**config.mk**
```make
export PLATFORM = sky130hd
export DESIGN_NAME = chunk_writer_flat
export DESIGN_NICKNAME = d
export VERILOG_FILES = /design/src/rtl/chunk_pkg.sv /design/src/rtl/chunk_writer_if.sv /design/src/rtl/rect_scanner.sv /design/src/rtl/chunk_writer.sv /design/src/flat_wrapper.sv
export SDC_FILE = /design/constraint.sdc
export NUM_CORES = 1
export LEC_CHECK = 0
export BUFFER_PORTS_ARGS = -buffer_cell sky130_fd_sc_hd__buf_2
export CAP_MARGIN = 20
export CORE_MARGIN = 3
export CORE_UTILIZATION = 51
export DETAILED_ROUTE_END_ITERATION = 10
export GPL_TIMING_DRIVEN = 0
export PLACE_DENSITY = 0.76
export SLEW_MARGIN = 15
export SYNTH_ARGS = -nofsm -noshare
export SYNTH_HDL_FRONTEND = slang
export SYNTH_SLANG_ARGS = --single-unit
```
**constraint.sdc**
```tcl
create_clock -name clk -period 2.42 [get_ports clk]
set_input_delay 0.242 -clock clk [delete_from_list [all_inputs] [get_ports clk]]
set_output_delay 0.242 -clock clk [all_outputs]
set_load 0.1 [all_outputs]
```
**src/rtl/chunk_pkg.sv**
```systemverilog
// Shared constants, coordinate/tile types and writer FSM states for the chunk memory write path.
// Latency: n/a (types and constants only).
// Backpressure: n/a.
package chunk_pkg;

    // Pixel edge of one chunk. Kept for reference by the display path; no writer logic uses it.
    localparam int CHUNK_SIZE = 16;
    localparam int GRID_W     = 40;   // chunk columns (640 / CHUNK_SIZE)
    localparam int GRID_H     = 30;   // chunk rows    (480 / CHUNK_SIZE)
    localparam int DATA_W     = 2;    // bits per tile code

    typedef logic [5:0]        chunk_x_t;
    typedef logic [4:0]        chunk_y_t;
    typedef logic [DATA_W-1:0] tile_t;

    typedef enum logic [1:0] {
        ST_IDLE   = 2'd0,
        ST_CHECK  = 2'd1,
        ST_WRITE  = 2'd2,
        ST_FINISH = 2'd3
    } wr_state_t;

    // Saturate an inclusive right/bottom edge to the last valid column/row.
    function automatic chunk_x_t clamp_x(input chunk_x_t x);
        return (x > chunk_x_t'(GRID_W - 1)) ? chunk_x_t'(GRID_W - 1) : x;
    endfunction

    function automatic chunk_y_t clamp_y(input chunk_y_t y);
        return (y > chunk_y_t'(GRID_H - 1)) ? chunk_y_t'(GRID_H - 1) : y;
    endfunction

endpackage

```
**src/rtl/chunk_writer_if.sv**
```systemverilog
// Command channel (game logic -> writer) and write channel (writer -> chunk memory).
// Latency: n/a (wiring only).
// Backpressure: cmd_valid/cmd_ready on the command channel; the write channel is a plain strobe with no stall.

// Command side: master is the command source, slave is the writer.
interface chunk_cmd_if;
    import chunk_pkg::*;

    logic     cmd_valid;
    logic     cmd_ready;
    chunk_x_t cmd_x0;
    chunk_y_t cmd_y0;
    chunk_x_t cmd_x1;
    chunk_y_t cmd_y1;
    tile_t    cmd_data;
    logic     busy;
    logic     done;
    logic     err;

    modport master (
        output cmd_valid, cmd_x0, cmd_y0, cmd_x1, cmd_y1, cmd_data,
        input  cmd_ready, busy, done, err
    );

    modport slave (
        input  cmd_valid, cmd_x0, cmd_y0, cmd_x1, cmd_y1, cmd_data,
        output cmd_ready, busy, done, err
    );
endinterface

// Memory side: master is the writer, slave is the chunk memory.
interface chunk_wr_if;
    import chunk_pkg::*;

    logic     wr_en;
    chunk_x_t write_x_chunk;
    chunk_y_t write_y_chunk;
    tile_t    data_in;

    modport master (output wr_en, write_x_chunk, write_y_chunk, data_in);
    modport slave  (input  wr_en, write_x_chunk, write_y_chunk, data_in);
endinterface

```
**src/rtl/rect_scanner.sv**
```systemverilog
// Row-major x/y cursor over an inclusive rectangle, with a combinational last-position flag.
// Latency: load or step takes effect on the next clk edge; last reflects the current cursor.
// Backpressure: none; the cursor only moves when step is asserted.
//
// Ports: clk, reset (sync, active-high); load + x0/y0/x1/y1 start a scan at (x0,y0);
// step advances one position; cx/cy are the registered cursor, last is high at (x1,y1).
module rect_scanner
    import chunk_pkg::*;
(
    input  logic     clk,
    input  logic     reset,
    input  logic     load,
    input  logic     step,
    input  chunk_x_t x0,
    input  chunk_y_t y0,
    input  chunk_x_t x1,
    input  chunk_y_t y1,
    output chunk_x_t cx,
    output chunk_y_t cy,
    output logic     last
);

    chunk_x_t cx_q, cx_d;
    chunk_y_t cy_q, cy_d;
    chunk_x_t x0_q, x0_d;
    chunk_x_t x1_q, x1_d;
    chunk_y_t y1_q, y1_d;

    always_comb begin
        cx_d = cx_q;
        cy_d = cy_q;
        x0_d = x0_q;
        x1_d = x1_q;
        y1_d = y1_q;
        if (load) begin
            cx_d = x0;
            cy_d = y0;
            x0_d = x0;
            x1_d = x1;
            y1_d = y1;
        end else if (step) begin
            // The owner never steps past (x1,y1), so cy cannot run off the grid.
            if (cx_q == x1_q) begin
                cx_d = x0_q;
                cy_d = chunk_y_t'(cy_q + 1'b1);
            end else begin
                cx_d = chunk_x_t'(cx_q + 1'b1);
            end
        end
    end

    always_ff @(posedge clk) begin
        if (reset) begin
            cx_q <= '0;
            cy_q <= '0;
            x0_q <= '0;
            x1_q <= '0;
            y1_q <= '0;
        end else begin
            cx_q <= cx_d;
            cy_q <= cy_d;
            x0_q <= x0_d;
            x1_q <= x1_d;
            y1_q <= y1_d;
        end
    end

    assign cx   = cx_q;
    assign cy   = cy_q;
    assign last = (cx_q == x1_q) && (cy_q == y1_q);

endmodule

```
**src/rtl/chunk_writer.sv**
```systemverilog
// Rectangle-fill write master for the chunk memory: clamps the command to the grid and writes one chunk per clock, row-major.
// Latency: handshake at edge N -> CHECK cycle, first wr_en one edge later, done pulse the cycle after the last write.
// Backpressure: cmd_ready only in IDLE; no command queueing, the source holds cmd_valid until accepted.
//
// Ports: clk, reset (sync, active-high); cmd (chunk_cmd_if.slave): cmd_valid/cmd_ready handshake,
// cmd_x0/y0/x1/y1/data, status busy/done/err; wr (chunk_wr_if.master): wr_en, write_x_chunk,
// write_y_chunk, data_in. Write channel and status outputs are all registered.
module chunk_writer
    import chunk_pkg::*;
(
    input  logic        clk,
    input  logic        reset,
    chunk_cmd_if.slave  cmd,
    chunk_wr_if.master  wr
);

    wr_state_t state_q, state_d;

    chunk_x_t x0_q, x0_d;
    chunk_y_t y0_q, y0_d;
    chunk_x_t x1_q, x1_d;
    chunk_y_t y1_q, y1_d;
    tile_t    data_q, data_d;

    logic wr_en_q, wr_en_d;
    logic busy_q,  busy_d;
    logic done_q,  done_d;
    logic err_q,   err_d;

    logic     accept;
    logic     reject;
    chunk_x_t x1_clamp;
    chunk_y_t y1_clamp;
    logic     scan_load;
    logic     scan_step;
    logic     scan_last;
    chunk_x_t scan_x;
    chunk_y_t scan_y;

    assign accept = (state_q == ST_IDLE) && cmd.cmd_valid;

    // Only the far edge is clamped; an out-of-grid near edge cannot be repaired and is rejected.
    assign x1_clamp = clamp_x(x1_q);
    assign y1_clamp = clamp_y(y1_q);
    assign reject   = (x0_q >= chunk_x_t'(GRID_W)) ||
                      (y0_q >= chunk_y_t'(GRID_H)) ||
                      (x0_q > x1_clamp) ||
                      (y0_q > y1_clamp);

    assign scan_load = (state_q == ST_CHECK) && !reject;
    assign scan_step = (state_q == ST_WRITE) && !scan_last;

    rect_scanner u_scan (
        .clk   (clk),
        .reset (reset),
        .load  (scan_load),
        .step  (scan_step),
        .x0    (x0_q),
        .y0    (y0_q),
        .x1    (x1_clamp),
        .y1    (y1_clamp),
        .cx    (scan_x),
        .cy    (scan_y),
        .last  (scan_last)
    );

    // Next-state logic.
    always_comb begin
        state_d = state_q;
        case (state_q)
            ST_IDLE:   if (accept) state_d = ST_CHECK;
            ST_CHECK:  state_d = reject ? ST_IDLE : ST_WRITE;
            ST_WRITE:  if (scan_last) state_d = ST_FINISH;
            ST_FINISH: state_d = ST_IDLE;
            default:   state_d = ST_IDLE;
        endcase
    end

    // Output and command-latch logic; status flags follow the state being entered so they register cleanly.
    always_comb begin
        x0_d   = x0_q;
        y0_d   = y0_q;
        x1_d   = x1_q;
        y1_d   = y1_q;
        data_d = data_q;
        if (accept) begin
            x0_d   = cmd.cmd_x0;
            y0_d   = cmd.cmd_y0;
            x1_d   = cmd.cmd_x1;
            y1_d   = cmd.cmd_y1;
            data_d = cmd.cmd_data;
        end
        wr_en_d = (state_d == ST_WRITE);
        busy_d  = (state_d == ST_CHECK) || (state_d == ST_WRITE);
        done_d  = (state_d == ST_FINISH);
        err_d   = (state_q == ST_CHECK) && reject;
    end

    always_ff @(posedge clk) begin
        if (reset) begin
            state_q <= ST_IDLE;
            x0_q    <= '0;
            y0_q    <= '0;
            x1_q    <= '0;
            y1_q    <= '0;
            data_q  <= '0;
            wr_en_q <= 1'b0;
            busy_q  <= 1'b0;
            done_q  <= 1'b0;
            err_q   <= 1'b0;
        end else begin
            state_q <= state_d;
            x0_q    <= x0_d;
            y0_q    <= y0_d;
            x1_q    <= x1_d;
            y1_q    <= y1_d;
            data_q  <= data_d;
            wr_en_q <= wr_en_d;
            busy_q  <= busy_d;
            done_q  <= done_d;
            err_q   <= err_d;
        end
    end

    // Held low while reset is asserted so nothing is offered during the reset cycle.
    assign cmd.cmd_ready = (state_q == ST_IDLE) && !reset;
    assign cmd.busy      = busy_q;
    assign cmd.done      = done_q;
    assign cmd.err       = err_q;

    // The scanner cursor is registered and only moves while writing, so it doubles as the write address.
    assign wr.wr_en         = wr_en_q;
    assign wr.write_x_chunk = scan_x;
    assign wr.write_y_chunk = scan_y;
    assign wr.data_in       = data_q;

endmodule

```
**src/flat_wrapper.sv**
```systemverilog
// flat-port wrapper written by rule: the top's interface ports become plain ports
module chunk_writer_flat import chunk_pkg::*;
  (clk, reset, cmd_cmd_valid, cmd_cmd_x0, cmd_cmd_y0, cmd_cmd_x1, cmd_cmd_y1, cmd_cmd_data, cmd_cmd_ready, cmd_busy, cmd_done, cmd_err, wr_wr_en, wr_write_x_chunk, wr_write_y_chunk, wr_data_in);
  chunk_cmd_if cmd_i ();
  chunk_wr_if wr_i ();
  input  logic clk;
  input  logic reset;
  input wire logic [$bits(cmd_i.cmd_valid)-1:0] cmd_cmd_valid;
  input wire logic [$bits(cmd_i.cmd_x0)-1:0] cmd_cmd_x0;
  input wire logic [$bits(cmd_i.cmd_y0)-1:0] cmd_cmd_y0;
  input wire logic [$bits(cmd_i.cmd_x1)-1:0] cmd_cmd_x1;
  input wire logic [$bits(cmd_i.cmd_y1)-1:0] cmd_cmd_y1;
  input wire logic [$bits(cmd_i.cmd_data)-1:0] cmd_cmd_data;
  output wire logic [$bits(cmd_i.cmd_ready)-1:0] cmd_cmd_ready;
  output wire logic [$bits(cmd_i.busy)-1:0] cmd_busy;
  output wire logic [$bits(cmd_i.done)-1:0] cmd_done;
  output wire logic [$bits(cmd_i.err)-1:0] cmd_err;
  output wire logic [$bits(wr_i.wr_en)-1:0] wr_wr_en;
  output wire logic [$bits(wr_i.write_x_chunk)-1:0] wr_write_x_chunk;
  output wire logic [$bits(wr_i.write_y_chunk)-1:0] wr_write_y_chunk;
  output wire logic [$bits(wr_i.data_in)-1:0] wr_data_in;
  assign cmd_i.cmd_valid = cmd_cmd_valid;
  assign cmd_i.cmd_x0 = cmd_cmd_x0;
  assign cmd_i.cmd_y0 = cmd_cmd_y0;
  assign cmd_i.cmd_x1 = cmd_cmd_x1;
  assign cmd_i.cmd_y1 = cmd_cmd_y1;
  assign cmd_i.cmd_data = cmd_cmd_data;
  assign cmd_cmd_ready = cmd_i.cmd_ready;
  assign cmd_busy = cmd_i.busy;
  assign cmd_done = cmd_i.done;
  assign cmd_err = cmd_i.err;
  assign wr_wr_en = wr_i.wr_en;
  assign wr_write_x_chunk = wr_i.write_x_chunk;
  assign wr_write_y_chunk = wr_i.write_y_chunk;
  assign wr_data_in = wr_i.data_in;
  chunk_writer u_core (.clk(clk), .reset(reset), .cmd(cmd_i), .wr(wr_i));
endmodule
```
==> flow_metrics.tcl, run 1 <==
set metrics [dict create \
    synth_cell_type_count 41 \
    postRouteWirelength_mm 7.18 \
    tightest_slew_ns 0.587 \
    gp_congestion 0.946 \
    yosys.area_share.adder_pct 6.52 \
    seq_cells_post_synth 58 \
    gr-usage-all-layers_pct 22.3 \
    rsz0062_at_grt "true" \
    detailroute.via_count 2578 \
    timing.final.crit_period_ns 2.47 \
    crit_path_end_kind "flip-flop" \
    whs_path_depth 3 \
    port_buffers 43 \
    post_drt_via_cell_ratio 5.37 \
    pre_cts_ws_ns -0.210 \
    drtIter0Drc 147 \
    critical_path_class "reg2reg" \
    critical_path.startpoint_type "flip-flop" \
    dp.cells 455 \
    drt_pre_antenna_iters 5 \
    final_nets 448 \
    detailed_place.area_mm2 0.00319 \
    layout.cells.most_common "nand2_1" \
    final.hold.worst_slack_ns 0.138 \
    min_delay_worst_endpoint "u_core.y1_q[2]" \
    cts-root-to-sink-buffers 2 \
    timing.hold.worst.start "cmd_cmd_y1[2]" \
    slew_viol_final 0 \
    die-height_um 81.2 \
    main_combinational_cell_family_by_area_after_synthesis "simple AND/OR/NAND/NOR gates" \
    number_of_sinks_driven_by_the_clock_tree 58 \
    setup_total_negative_slack_ns -0.0530 \
    timing.slew.headroom_pct 60.8 \
    detailedPlacementHpwl_mm 4.95 \
    timing.reg2reg.worst_path_depth 13 \
    worst_r2r_endpoint "u_core.u_scan.x0_q[3]" \
    timing.reg2reg.setup_slack_ns -0.05 \
    synthMuxAreaShare_pct 5.30 \
    clock_latency_ns 0.34 \
    critical_path_peak_fanout 5 \
    vdd_ir_drop_max_uv 519 \
    core_region_area_mm2 0.00527 \
    netlist_instances 342 \
    finalCritPeriodShare_pct 102 \
    setup-violations-final 2 \
    final_std_cell_area_no_fill_mm2 0.00364 \
    ratio_of_cells_with_drive_above_1_in_the_final_layout_pct 26.6 \
    antenna_violations_before_repair 0 \
    detail-route-antenna-nets 0 \
    ctsHtreeMaxLevel 3 \
    n_antenna_cell 0 \
    hold_violations 0 \
    ios 45 \
    wl_per_cell_um 15.0 \
    synth_seq_area_share_pct 40.3 \
    result_of_the_run "complete, but fails checks" \
    first_global_vias 2380 \
    clk_transition_reported_paths_ns 0.07 \
    power.leakage_nw 1.51 \
    violations "negative setup slack" \
    drc 0 \
    grt_first_pass_wirelength_mm 11.2 \
    layout-area-overhead-vs-synth_pct 26.3 \
    clock-root-buffer "clkbuf_8" \
    timing.hold.worst.class "in2reg" \
    layout_common_cells "68 x nand2_1, 52 x dfxtp_1, 44 x buf_2, 33 x a21oi_1, 25 x nor2_1" \
    cts-buffers-inserted 9 \
    globalRouteOverflowTotal 0 \
    synth_edf_count 0 \
    syn-mean-instance-area_um2 8.42 \
    synthFlopType "dfxtp_1" \
    start_util_pct 54.7 \
    r2r-start "u_core.x1_q[4]" \
    clock_skew_ns 0.0130 \
    ctsHoldBuffers 0 \
    fin_ws_ns -0.0495 \
    required_ns 2.63 \
    worst-endpoint-arrival_ns 2.68 \
    timing.max_cap.violations 0 \
    postSynthNetCount 384 \
    dieWidth_um 81.2 \
    cts_tree "built" \
    synth-compound-area-share_pct 14.1 \
    post_synth_instance_area_mm2 0.00288 \
    synthArstFlopShare_pct 0 \
    ys.warnings.count 0 \
    synth_simple_gate_area_share_pct 24.2 \
    num_rows 26 \
    fmax_mhz 405 \
    die_area_mm2 0.00659 \
    synth-xor-area-share_pct 4.56 \
    layoutNonFillerInstCount 480 \
    cellPowerDensity_mw_per_mm2 819 \
    largest_net_degree_at_the_start_of_global_routing 11 \
]
## synthesized netlist by cell type, types with 5 or more instances
cell	instances	area, µm²
inv_1	12	45.0
nand2_1	68	255
nand3_1	11	55.1
o21ai_0	6	30.0
xor2_1	8	70.1
dfxtp_1	58	1160
ha_1	15	188
clkbuf_1	11	41.3
nor2b_1	7	43.8
a21oi_1	33	165
a31oi_1	5	31.3
xnor2_1	7	61.3
nand3b_1	7	52.6
nor2_1	31	116
o211ai_1	6	45.0
mux2i_1	13	130
## worst max-delay path, cell delays in order (launching register included)
cell,delay [ns]
dfxtp_2,0.34
nor2_4,0.12
nor2_4,0.06
or2_4,0.25
ha_4,0.28
nand3_4,0.07
nor2_4,0.13
a21oi_4,0.06
nor4_4,0.33
buf_6,0.15
buf_12,0.11
clkbuf_16,0.14
mux2i_1,0.23
nor2_1,0.07
## worst max path at each step
stage / to / from / cells past startpoint / slack (ns)
2_1_floorplan: u_core.cmd.busy / u_core.u_scan.cx[4] / 8 / 0.03
3_3_place_gp: u_core.u_scan.x0_q[2] / u_core.x1_q[5] / 12 / -0.19
3_5_place_dp: u_core.u_scan.y1_q[2] / u_core.x1_q[5] / 12 / -0.21
4_1_cts: u_core.u_scan.y1_q[2] / u_core.y1_q[3] / 11 / -0.01
5_1_grt: u_core.u_scan.x0_q[3] / u_core.x1_q[4] / 13 / -0.12
6_report: u_core.u_scan.x0_q[3] / u_core.x1_q[4] / 13 / -0.05
## repair_timing
| action | in CTS | in global routing |
|---|---|---|
| gates cloned | 0 | 2 |
| resized for setup | 8 | 27 |
| setup buffers | 2 | 6 |
| setup endpoints to repair | 28 | 31 |
| pin swaps | 1 | 10 |
## kinds of logic after synthesis
logic type / after synthesis
adders and majority gates: 15
AOI/OAI and AO/OA: 65
DFF: 58
xor gates and xnor gates: 15
muxes: 15
and+or+nand+nor: 146
buffers and inverters: 28
## final cells by class
class / count / area (µm²)
tap: 70 / 87.6
buffer: 16 / 108
fill: 443 / 1630
timing repair buffer: 53 / 342
clock buffer: 12 / 155
clock inverter: 3 / 15.0
sequential: 58 / 1170
multi-input combinational: 256 / 1720
inverter: 12 / 45.0
## power by group
| group | leakage, nW | total (W) | internal (W) | switching (W) |
|---|---|---|---|---|
| Clock | 0.0920 | 0.000786 | 0.000416 | 0.000370 |
| Sequential | 0.475 | 0.00112 | 0.00104 | 0.0000874 |
| Combinational | 0.947 | 0.00107 | 0.000403 | 0.000668 |
## sequential cells by signal, indices dropped and copies added (netlist names)
name                flops
u_core.cmd.busy         1
u_core.cmd.done         1
u_core.cmd.err          1
u_core.state_q          2
u_core.u_scan.cx        6
u_core.u_scan.cy        5
u_core.u_scan.x0_q      6
u_core.u_scan.x1_q      6
u_core.u_scan.y1_q      5
u_core.wr.data_in       2
u_core.wr.wr_en         1
u_core.x0_q             6
u_core.x1_q             6
u_core.y0_q             5
u_core.y1_q             5
## routing by layer
| layer | vias to the layer above | GRT usage (%) | part of all wire [%] |
|---|---|---|---|
| met5 | - | 0 | 0 |
| met4 | 0 | 9.12 | 1.4 |
| met3 | 9 | 5.54 | 5.8 |
| met2 | 91 | 36.0 | 47 |
| met1 | 1187 | 28.5 | 45 |
| li1 | 1291 | - | - |
## metrics by stage
stage	utilization (%)	total power (W)
2_1_floorplan	-	0.00183
4_1_cts	64.3	0.00282
5_1_grt	69.0	0.00313
6_report	69.0	0.00298
3_3_place_gp	60.5	0.00199
3_5_place_dp	60.5	0.00202
No activity file was read; power rests on OpenSTA's default activity.
==> run 2, diff against run 1 <==
CORE_UTILIZATION = 25   (was 51)
PLACE_DENSITY = 0.47   (was 0.76)
clock period = 2.6 ns   (was 2.42 ns; I/O delays follow)
==> run 2 against run 1 <==
The flow now finishes without violations. Fmax rose by 0.93%. Power up 11%. Core utilization shrank 36 points. Global-route usage is 10 points lower. Sequential power decreased by 7%. Non-clock buffer count fell by 5. Die area rose by 95%. Cell count up 14%. Hold slack gained 0.030 ns. Clock-buffer cell count fell by 1. Clock power rose by 78%. Combinational power down 18%. Critical path type unchanged. Largest cell class unchanged.
==> flow_metrics.tcl, run 2 (synthesis gave the netlist of run 1 again) <==
set metrics [dict create \
    core_region_area_mm2 0.0110 \
    ctsHtreeMaxLevel 3 \
    fillerInstances 1205 \
    required_ns 2.84 \
    worst-endpoint-arrival_ns 2.69 \
    cellPowerDensity_mw_per_mm2 902 \
    layout.cells.most_common "nand2_1" \
    critical_path.startpoint_type "flip-flop" \
    ratio_of_cells_with_drive_above_1_in_the_final_layout_pct 21.7 \
    timing.critical_path.slowest_cell_delay_ns 0.45 \
    tightest_slew_ns 0.650 \
    drc 0 \
    cp_slowest_cell "or3b_2" \
    timing.hold.worst.start "cmd_cmd_y1[3]" \
    vdd_ir_drop_max_uv 340 \
    start_util_pct 26.1 \
    post_drt_via_cell_ratio 4.60 \
    rsz0062_at_grt "false" \
    drt_pre_antenna_iters 4 \
    detail-route-antenna-nets 0 \
    gp_congestion 0.870 \
    final_nets 443 \
    power.share.clock_pct 42.2 \
    num_rows 38 \
    gr-usage-all-layers_pct 12.3 \
    crit_path_end_kind "flip-flop" \
    setup.worst_path.start "u_core.x1_q[5]" \
    clock_latency_ns 0.32 \
    sequentialPowerShare_pct 31.4 \
    globalRouteOverflowTotal 0 \
    post-layout-total-power_w 0.00332 \
    cts_tree "built" \
    postRouteWirelength_mm 7.65 \
    critical_path_class "reg2reg" \
    net-switching-power_w 0.00108 \
    slew_viol_final 0 \
    power.leakage_nw 1.54 \
    timing.slew.headroom_pct 56.7 \
    first_global_vias 2407 \
    timing.max_cap.violations 0 \
    die-height_um 113 \
    wl_per_cell_um 14.0 \
    n_antenna_cell 0 \
    r2r-start "u_core.x1_q[5]" \
    dp.cells 525 \
    timing.hold.worst.class "in2reg" \
    pint_w 0.00223 \
    grt_first_pass_wirelength_mm 12.5 \
    drtIter0Drc 94 \
    cts-root-to-sink-buffers 2 \
    detailedPlacementHpwl_mm 5.76 \
    clk_transition_reported_paths_ns 0.05 \
    pwr-share-comb_pct 26.4 \
    seq_area_mm2 0.00116 \
    number_of_sinks_driven_by_the_clock_tree 58 \
    setup-violations-final 0 \
    finalCritPeriodShare_pct 94.1 \
    ios 45 \
    dieWidth_um 113 \
    result_of_the_run "finished clean" \
    hold_violations 0 \
    layout-area-overhead-vs-synth_pct 27.7 \
    multi_input_combinational_cell_area_mm2 0.00159 \
    layoutNonFillerInstCount 546 \
    cts-buffers-inserted 9 \
    path_cells "inv_1 > nor2_2 > or2_2 > ha_1 > nand3b_1 > a21o_1 > a21oi_4 > nor4_4 > buf_4 > or3b_2 > a31oi_1" \
    die_area_mm2 0.0128 \
    antenna_violations_before_repair 0 \
    layout_common_cells "68 x nand2_1, 55 x dfxtp_1, 45 x buf_2, 33 x a21oi_1, 30 x nor2_1" \
    detailroute.via_count 2512 \
    clock-root-buffer "clkbuf_16" \
    timing.final.crit_period_ns 2.45 \
    port_buffers 43 \
    largest_net_degree_at_the_start_of_global_routing 11 \
    clock_skew_ns 0.00520 \
    fmax_mhz 409 \
    swShare_pct 32.7 \
    critical_path_peak_fanout 5 \
]
==> run 2: cell types whose count changed in the layout (fill, tap and decap cells not counted), moves of 3 or more <==
cell       before  now
clkbuf_8       11    2
clkbuf_16       2    9
ha_1           10   15
ha_4            5    0
nor2_1         25   30
nor2_4          4    0
bufinv_16       0    3
dfxtp_1        52   55
dfxtp_2         6    3
==> run 2: power by group through the flow <==
stage / sequential (W) / clock, W / combinational, W
6_report: 0.00104 / 0.00140 / 0.000877
5_1_grt: 0.00105 / 0.00146 / 0.000960
4_1_cts: 0.00104 / 0.00143 / 0.000852
3_5_place_dp: 0.00106 / 0 / 0.000848
3_3_place_gp: 0.00106 / 0 / 0.000839
2_1_floorplan: 0.00120 / 0 / 0.000501
==> run 2: final timing paths <==
| check | to | slack, ns | cells past startpoint |
|---|---|---|---|
| min reg2reg | u_core.x1_q[0] | 0.45 | 2 |
| max | u_core.u_scan.cy[2] | 0.15 | 11 |
| max reg2reg | u_core.u_scan.cy[2] | 0.15 | 11 |
| min | u_core.y1_q[3] | 0.17 | 3 |
==> run 2: timing repair <==
action / 4_1_cts / 5_1_grt
gates resized for setup: 0 / 5
gates cloned: 0 / 1
hold buffers: 0 / 0
pin swaps: 1 / 1
endpoints found under the setup margin: 18 / 30
setup buffers: 0 / 4
==> run 2: cell type report <==
class / count / area share, %
plain buffers: 16 / 2.72
clock buffers: 11 / 6.87
clock inverters: 5 / 2.72
inverters: 12 / 1.22
multi-input cells: 256 / 43.2
flip-flops and latches: 58 / 31.7
well taps: 140 / 4.76
repair buffers: 48 / 6.81
==> run 2: through the flow <==
stage | hold slack (ns) | area [µm²] | util, % | setup slack (ns) | setup TNS, ns
after floorplan | 0.396 | 2890 | - | 0.212 | 0
after global placement | 0.440 | 3280 | 29.7 | -0.0539 | -0.523
after detailed placement | 0.445 | 3280 | 29.7 | -0.0716 | -0.677
after CTS | 0.162 | 3630 | 32.9 | 0.0153 | 0
after global routing | 0.174 | 3680 | 33.3 | 0.0161 | 0
final | 0.169 | 3680 | 33.3 | 0.153 | 0
==> run 2: layer usage <==
layer	up-vias	part of all wire [%]	global-route usage, %
met2	61	43	18.3
met3	11	4.2	2.51
met1	1145	51	17.4
met5	-	0	0
met4	0	1.8	4.81
li1	1295	-	-
==> run 2: worst max-delay path, delay by kind of cell (launching register included) <==
family          cells  cell delay, ns
buf+inv             2            0.29
fa+ha+maj           1            0.18
simple gates        5            1.03
flops               1            0.33
compound gates      3            0.53
